## src/rtl/mmm_seq.sv

```systemverilog
// Sequential radix-2 Montgomery modular multiplier.
// The block computes y = a*b*2^-N mod n. It scans K bits of a per clock over
// N/K RUN cycles, then spends one FINAL cycle on a conditional subtraction.
// A start/done handshake lets a controller chain multiplications back to back.
module mmm_seq #(
    parameter int N = 32,
    parameter int K = 1
) (
    input  logic         clk,
    input  logic         rst_n,
    input  logic         start,
    input  logic [N-1:0] a,
    input  logic [N-1:0] b,
    input  logic [N-1:0] n,
    output logic         busy,
    output logic         done,
    output logic [N-1:0] y
);

    localparam int            STEPS = N / K;
    localparam int            CW    = (STEPS > 1) ? $clog2(STEPS) : 1;
    localparam logic [CW-1:0] LAST  = CW'(STEPS - 1);

    localparam logic [1:0] IDLE  = 2'd0;
    localparam logic [1:0] RUN   = 2'd1;
    localparam logic [1:0] FINAL = 2'd2;

    logic [1:0]    state;
    logic [CW-1:0] cnt;
    logic [N:0]    s;        // partial sum; S < 2n holds, so N+1 bits suffice
    logic [N-1:0]  a_sh;     // multiplicand, consumed LSB first
    logic [N-1:0]  b_r;
    logic [N-1:0]  n_r;

    logic [N+1:0]  num;      // one iteration's numerator, always even after the q*n add
    logic [N:0]    s_acc;
    logic [N:0]    s_next;
    logic [N:0]    s_red;

    // K chained Montgomery iterations applied to S within one clock.
    always_comb begin
        // NOTE: every variable gets a default before any branch so that no latch is inferred.
        num   = '0;
        s_acc = s;
        for (int i = 0; i < K; i++) begin
            num = {1'b0, s_acc} + (a_sh[i] ? {2'b00, b_r} : '0);
            // q = parity of (S + a_i*b); adding the odd modulus makes the sum even.
            if (num[0]) begin
                num = num + {2'b00, n_r};
            end
            s_acc = num[N+1:1];
        end
        s_next = s_acc;
    end

    // The final conditional subtraction brings S from [0, 2n) into [0, n).
    always_comb begin
        s_red = (s >= {1'b0, n_r}) ? (s - {1'b0, n_r}) : s;
    end

    // Control FSM and datapath registers: IDLE -> RUN (N/K edges) -> FINAL -> IDLE.
    always_ff @(posedge clk or negedge rst_n) begin
        if (!rst_n) begin
            // NOTE: the operand registers are plain flops, not RAM, so they are reset to keep X out of y.
            state <= IDLE;
            cnt   <= '0;
            s     <= '0;
            a_sh  <= '0;
            b_r   <= '0;
            n_r   <= '0;
            busy  <= 1'b0;
            done  <= 1'b0;
            y     <= '0;
        end else begin
            // NOTE: non-blocking assignments, so every register samples the values from before the edge.
            done <= 1'b0;
            case (state)
                IDLE: begin
                    if (start) begin
                        a_sh  <= a;
                        b_r   <= b;
                        n_r   <= n;
                        s     <= '0;
                        cnt   <= '0;
                        busy  <= 1'b1;
                        state <= RUN;
                    end
                end
                RUN: begin
                    s    <= s_next;
                    a_sh <= a_sh >> K;
                    cnt  <= cnt + CW'(1);
                    if (cnt == LAST) begin
                        state <= FINAL;
                    end
                end
                FINAL: begin
                    y     <= s_red[N-1:0];
                    done  <= 1'b1;
                    busy  <= 1'b0;
                    state <= IDLE;
                end
                default: begin
                    state <= IDLE;
                end
            endcase
        end
    end

endmodule
```

## config.mk

```make
export PLATFORM = sky130hd
export DESIGN_NAME = mmm_seq
export DESIGN_NICKNAME = d
export VERILOG_FILES = /design/src/rtl/mmm_seq.sv
export SDC_FILE = /design/constraint.sdc
export NUM_CORES = 1
export LEC_CHECK = 0
export ABC_AREA = 1
export BUFFER_PORTS_ARGS = -buffer_cell sky130_fd_sc_hd__buf_2
export CORE_MARGIN = 5
export CORE_UTILIZATION = 55
export DETAILED_ROUTE_END_ITERATION = 6
export PLACE_DENSITY = 0.76
export SYNTH_ARGS = -nofsm -noshare
export SYNTH_HDL_FRONTEND = slang
export SYNTH_SLANG_ARGS = --single-unit
export TNS_END_PERCENT = 1
```

## constraint.sdc

```tcl
create_clock -name clk -period 3.6 [get_ports clk]
set_input_delay 0.18 -clock clk [delete_from_list [all_inputs] [get_ports clk]]
set_output_delay 0.18 -clock clk [all_outputs]
set_load 0.005 [all_outputs]
```

==> results.json, run 1 <==
{
  "status": "finished with violations",
  "failed_checks": "negative setup slack",
  "tightest_slew_ps": 983,
  "gr-usage-met2_pct": 58.8,
  "grt_pass1_wl_um": 81300,
  "num-nets-final": 2709,
  "ys_async_sr_fraction_pct": 100,
  "grt_overflow": 0,
  "via_per_inst": 5.81,
  "cts_root_buf": "clkbuf_16",
  "grtUsageMet3_pct": 4.66,
  "route.detailed.drc": 0,
  "first_iter_violations": 2185,
  "synthCells": 2103,
  "syn_area_um2": 13900,
  "ys_seq_area_share_pct": 30.5,
  "wirelength_um": 56800,
  "core-area_um2": 25000,
  "yosysTopAreaCell": "dfrtp_1",
  "critical_path.startpoint_type": "flip-flop",
  "cp_data_required_time_ps": 4000,
  "max_freq_ghz": 0.251,
  "critical_path_buf_inv_count": 6,
  "worstPathMaxFanout": 5,
  "min_path_cells": 3,
  "yosys_warnings": 0,
  "ys_ff_latch": 170,
  "place_ws_ps": -957,
  "antenna_found_initial": 0,
  "relSlewSlack_pct": 34.4,
  "clkSlewWorstSetupHoldPaths_ps": 80,
  "fill_cells": 1778,
  "clock_latency_ps": 460,
  "cts.htree.levels": 4,
  "cpPeakStageDelay_ps": 450,
  "top_usage_layer": "met2",
  "ys.flop_type": "dfrtp_1",
  "routedWlPerCell_um": 19.9,
  "antenna_left": 0,
  "period_needed_ps": 3980,
  "synthToLayoutAreaGrowth_pct": 38.4,
  "yosys.area.top_type_share_pct": 30.5,
  "clkSinkCount": 170,
  "drive_gt1_share_pct": 28.4,
  "reg2reg_depth": 29,
  "cts_tree": "done",
  "finalCritPeriodShare_pct": 110,
  "setup_slack_ps": -376,
  "grt_usage_pct": 35.9,
  "synthTopCellsByArea": "dfrtp_1, nand2_1, ha_1",
  "cts_buffers": 17,
  "antennaDiodeCount": 0,
  "rsz0062_at_grt": "true",
  "firstDrtPassIters": 6,
  "rows": 58,
  "timing_hold_violations_final": 0,
  "synth.distinct_cells": 44,
  "cpLargestDelayFamily": "simple AND/OR/NAND/NOR gates",
  "drv_slew": 0,
  "io-pin-count": 133,
  "cp_slowest_cell": "dfrtp_2",
  "grt_max_degree": 77,
  "clock-skew-final_ps": 19.9,
  "critPathKind": "reg2reg",
  "syn_area_per_cell_um2": 6.63,
  "initial_core_util_pct": 55.7,
  "synth_edf_count": 0,
  "cp.arrival_ps": 4380,
  "path_depth": 29,
  "hp-class": "in2reg",
  "io_buffers": 132,
  "crit_top_cell": "nand2_1",
  "cts_buffer_depth": 2,
  "place_congestion": 1.06,
  "dpl.hpwl_um": 38300,
  "setup_viol": 23,
  "die_w_um": 169,
  "gr-usage-met1_pct": 46.4,
  "crit_path_end_kind": "flip-flop",
  "dieArea_um2": 28600,
  "grt_pass1_vias": 15769,
  "syn_nets": 2302,
  "drv_cap": 0,
  "vias": 16563,
  "die_y_um": 169
}
==> area by class of cell <==
class / count / area (um^2) / share of cell area (%)
Clock buffer: 17 / 425 / 2.20
Inverter: 283 / 1060 / 5.50
Tap cell: 330 / 413 / 2.14
Clock inverter: 15 / 150 / 0.778
Sequential cell: 170 / 4260 / 22.0
Multi-Input combinational cell: 1594 / 9750 / 50.5
Timing Repair Buffer: 444 / 3250 / 16.8
==> through the flow <==
| stage | area (um^2) | cells | utilization (%) | hold slack [ps] | TNS [ps] |
|---|---|---|---|---|---|
| 6_report | 19300 | 2853 | 77.1 | 5.61 | -5010 |
| 5_1_grt | 19300 | 2853 | 77.1 | 17.8 | -9800 |
| 4_1_cts | 18400 | 2837 | 73.5 | 5.19 | -604 |
| 3_5_place_dp | 16400 | 2720 | 65.6 | 243 | -6480 |
| 3_3_place_gp | 16400 | 2720 | 65.6 | 247 | -5360 |
| 2_1_floorplan | 14000 | 2103 | - | -116 | 0 |
==> sequential cells by signal, indices dropped and copies added (netlist names) <==
name / flops
done: 1
state: 2
cnt: 5
a_sh: 32
n_r: 32
y: 32
busy: 1
b_r: 32
s: 33
==> path summary, 6_finish.rpt <==
check | start | end | slack (ps)
max | a_sh[0] | s[32] | -380
min | n[24] | n_r[24] | 6
max reg2reg | a_sh[0] | s[32] | -380
min reg2reg | y[17] | y[17] | 470
max in group asynchronous | rst_n | b_r[27] | 2400
min in group asynchronous | rst_n | y[1] | 310
==> tightest hold or removal path, cell delays in order <==
cell and delay, ps:
buf_2 80, nor2_1 40, a21oi_1 110
==> repair_timing <==
action                     CTS  global route
pin swaps                   22            71
hold endpoints to repair   145             0
resized for setup          121           199
hold buffers                78             0
setup buffers                7            15
gates cloned                 0             1
setup endpoints to repair   22            27
==> placed cells by master, fill, tap and decap left out, drive strengths merged <==
cell type    count
a21o            11
or2              7
inv            293
nor2           188
a21boi           4
xnor2           22
mux2            33
nor4             3
nand4           21
nand2          623
o21a             4
clkbuf          17
o22ai           11
o21bai          21
and2             1
ha              97
a22o             2
o21ai           86
nor3            19
a32o             1
a31oi            2
nand3b          19
buf            366
o211ai           5
clkinv           5
nor3b            1
xor2            16
nand3          238
and3             4
dfrtp          170
dlygate4sd3     78
a21oi          150
fa               3
nand2b           2
==> cell families after synthesis <==
logic type / synth area share (%)
compound gates: 11.7
xor+xnor: 2.39
fa+ha+maj: 9.14
buf+inv: 9.37
flops: 30.5
mux: 2.67
simple gates: 34.2
==> cells in the mapped netlist, drive strengths merged, types with 2 or more instances <==
cell,n
a21boi,4
a21o,11
a21oi,150
a22o,2
a31oi,2
and3,4
buf,24
clkbuf,32
dfrtp,170
fa,3
ha,97
inv,283
mux2,33
nand2,623
nand2b,2
nand3,238
nand3b,19
nand4,21
nor2,188
nor3,19
nor4,3
o211ai,5
o21a,4
o21ai,86
o21bai,21
o22ai,11
or2,7
xnor2,22
xor2,16
==> metal layers <==
layer  part of all wire, %  vias to the layer above  routed length, um
met5                     0                        -                  0
met4                   6.9                        0               3940
met3                   9.5                      271               5400
met1                    38                     7680              21600
met2                    46                      966              25900
li1                      -                     7646                  -
Power of run 1 is not shown: default switching activity piles up to over one toggle a cycle in this logic, so the estimate is an artifact.
==> run 2, diff against run 1 <==
--- a/config.mk
+++ b/config.mk
@@ -11,6 +11,7 @@
 export CORE_UTILIZATION = 55
 export DETAILED_ROUTE_END_ITERATION = 6
 export PLACE_DENSITY = 0.76
+export RECOVER_POWER = 100
 export SYNTH_ARGS = -nofsm -noshare
 export SYNTH_HDL_FRONTEND = slang
 export SYNTH_SLANG_ARGS = --single-unit
==> run 2 against run 1 <==
The flow finishes with violations (design-rule violations, max-capacitance violations, max-slew violations, negative setup slack). Sequential share of layout area up 0.080 points. Final area down 0.36%. Critical path type unchanged. Utilization down 0.28 points. Flip-flop and latch count unchanged. Fmax up 0.53%. Global-route usage unchanged.
==> results.json, run 2 (synthesis gave the netlist of run 1 again) <==
{
  "status": "finished with violations",
  "failed_checks": "design-rule violations, max-capacitance violations, max-slew violations, negative setup slack",
  "timing.hold.ws_ps": 1.83,
  "clock_latency_ps": 460,
  "antenna_found_initial": 0,
  "first_iter_violations": 2023,
  "grt_pass1_wl_um": 81300,
  "antenna_left": 0,
  "route.detailed.drc": 3,
  "rrSetupSlack_ps": -360,
  "cpPeakStageDelay_ps": 450,
  "cp.arrival_ps": 4360,
  "fin_tns_setup_ps": -4850,
  "layout_common_cells": "nand2_1, inv_1, buf_4",
  "hp-start": "a[14]",
  "cp_data_required_time_ps": 4000,
  "cts_root_buf": "clkbuf_16",
  "die_y_um": 169,
  "crit_path_end_kind": "flip-flop",
  "gr-usage-met1_pct": 46.4,
  "worstPathMaxFanout": 5,
  "firstDrtPassIters": 7,
  "drv_slew": 107,
  "cts_buffers": 17,
  "timing_hold_violations_final": 0,
  "io-pin-count": 133,
  "critical_path.startpoint_type": "flip-flop",
  "rr_startpoint": "a_sh[0]",
  "place_ws_ps": -957,
  "routedWlPerCell_um": 19.9,
  "drive_gt1_share_pct": 27.5,
  "cp_slowest_cell": "dfrtp_2",
  "cts_tree": "done",
  "clock-skew-final_ps": 20.6,
  "initial_core_util_pct": 55.7,
  "grt_pass1_vias": 15769,
  "hp-class": "in2reg",
  "rsz0062_at_grt": "true",
  "tightest_slew_ps": 1940,
  "synthToLayoutAreaGrowth_pct": 37.9,
  "finalCritPeriodShare_pct": 110,
  "grt_usage_pct": 35.9,
  "io_buffers": 132,
  "antennaDiodeCount": 0,
  "cts_buffer_depth": 2,
  "clkSinkCount": 170,
  "vias": 16519,
  "setup_slack_ps": -355,
  "core-area_um2": 25000,
  "clkSlewWorstSetupHoldPaths_ps": 80,
  "wirelength_um": 56700,
  "via_per_inst": 5.79,
  "gr-usage-met2_pct": 58.8,
  "rows": 58,
  "grtUsageMet3_pct": 4.66,
  "place_congestion": 1.06,
  "mostFrequentLayoutCell": "nand2_1",
  "top_register": "s",
  "crit_top_cell": "nand2_1",
  "top_usage_layer": "met2",
  "largest_reg_flops": 33,
  "cts.htree.levels": 4,
  "grt_max_degree": 77,
  "die_w_um": 169,
  "grt_overflow": 0,
  "max_freq_ghz": 0.253,
  "dpl.hpwl_um": 38300,
  "critPathKind": "reg2reg",
  "worstSetupStartpoint": "a_sh[0]",
  "relSlewSlack_pct": -29.2,
  "setup_viol": 23,
  "dieArea_um2": 28600,
  "num-nets-final": 2709,
  "drv_cap": 2,
  "period_needed_ps": 3960
}
[run 2: cell types whose count changed in the layout (fill, tap and decap cells not counted), moves of 6 or more]
cell      before  now
clkbuf_1       0   21
buf_2        131  111
buf_4        227  221
clkbuf_2       0    6
[run 2: metal layers]
| metal | up-vias | wire length (um) |
|---|---|---|
| met5 | - | 0 |
| met4 | 0 | 4050 |
| met3 | 293 | 5400 |
| met2 | 958 | 25900 |
| met1 | 7632 | 21400 |
| li1 | 7636 | - |
[run 2: final cells by class]
class / instances / area, um^2
Sequential cell: 170 / 4260
Tap cell: 330 / 413
Timing Repair Buffer: 444 / 3190
Clock buffer: 17 / 425
Multi-Input combinational cell: 1594 / 9740
Inverter: 283 / 1060
Fill cell: 1807 / 5800
Clock inverter: 15 / 150
[run 2: worst max-delay path: cells and delay by family (launching register included)]
family	cells	cell delay, ps
DFF	1	450
adders and majority gates	2	600
buffers and inverters	6	640
and+or+nand+nor	21	2190
[run 2: path summary, 6_finish.rpt]
check / endpoint / depth (start not counted)
min in group asynchronous: y[1] / 2
worst min-delay path: a_sh[14] / 3
worst max register to register: s[32] / 29
worst min register to register: y[17] / 2
worst max-delay path: s[32] / 29
max in group asynchronous: a_sh[0] / 3
[run 2: metrics by stage]
step	cells	instance area [um^2]	utilization [%]
2_1_floorplan	2103	14000	-
3_3_place_gp	2720	16400	65.6
3_5_place_dp	2720	16400	65.6
4_1_cts	2837	18400	73.5
5_1_grt	2853	19200	76.8
6_report	2853	19200	76.8
[run 2: what timing repair did]
action | CTS | global route
hold buffers | 78 | 0
cloned | 0 | 1
pin swaps | 22 | 71
gates resized for setup | 121 | 199
setup endpoints to repair | 22 | 27
hold endpoints to repair | 145 | 0
buffers inserted | 7 | 15
Power of run 2 is left out for the same reason.
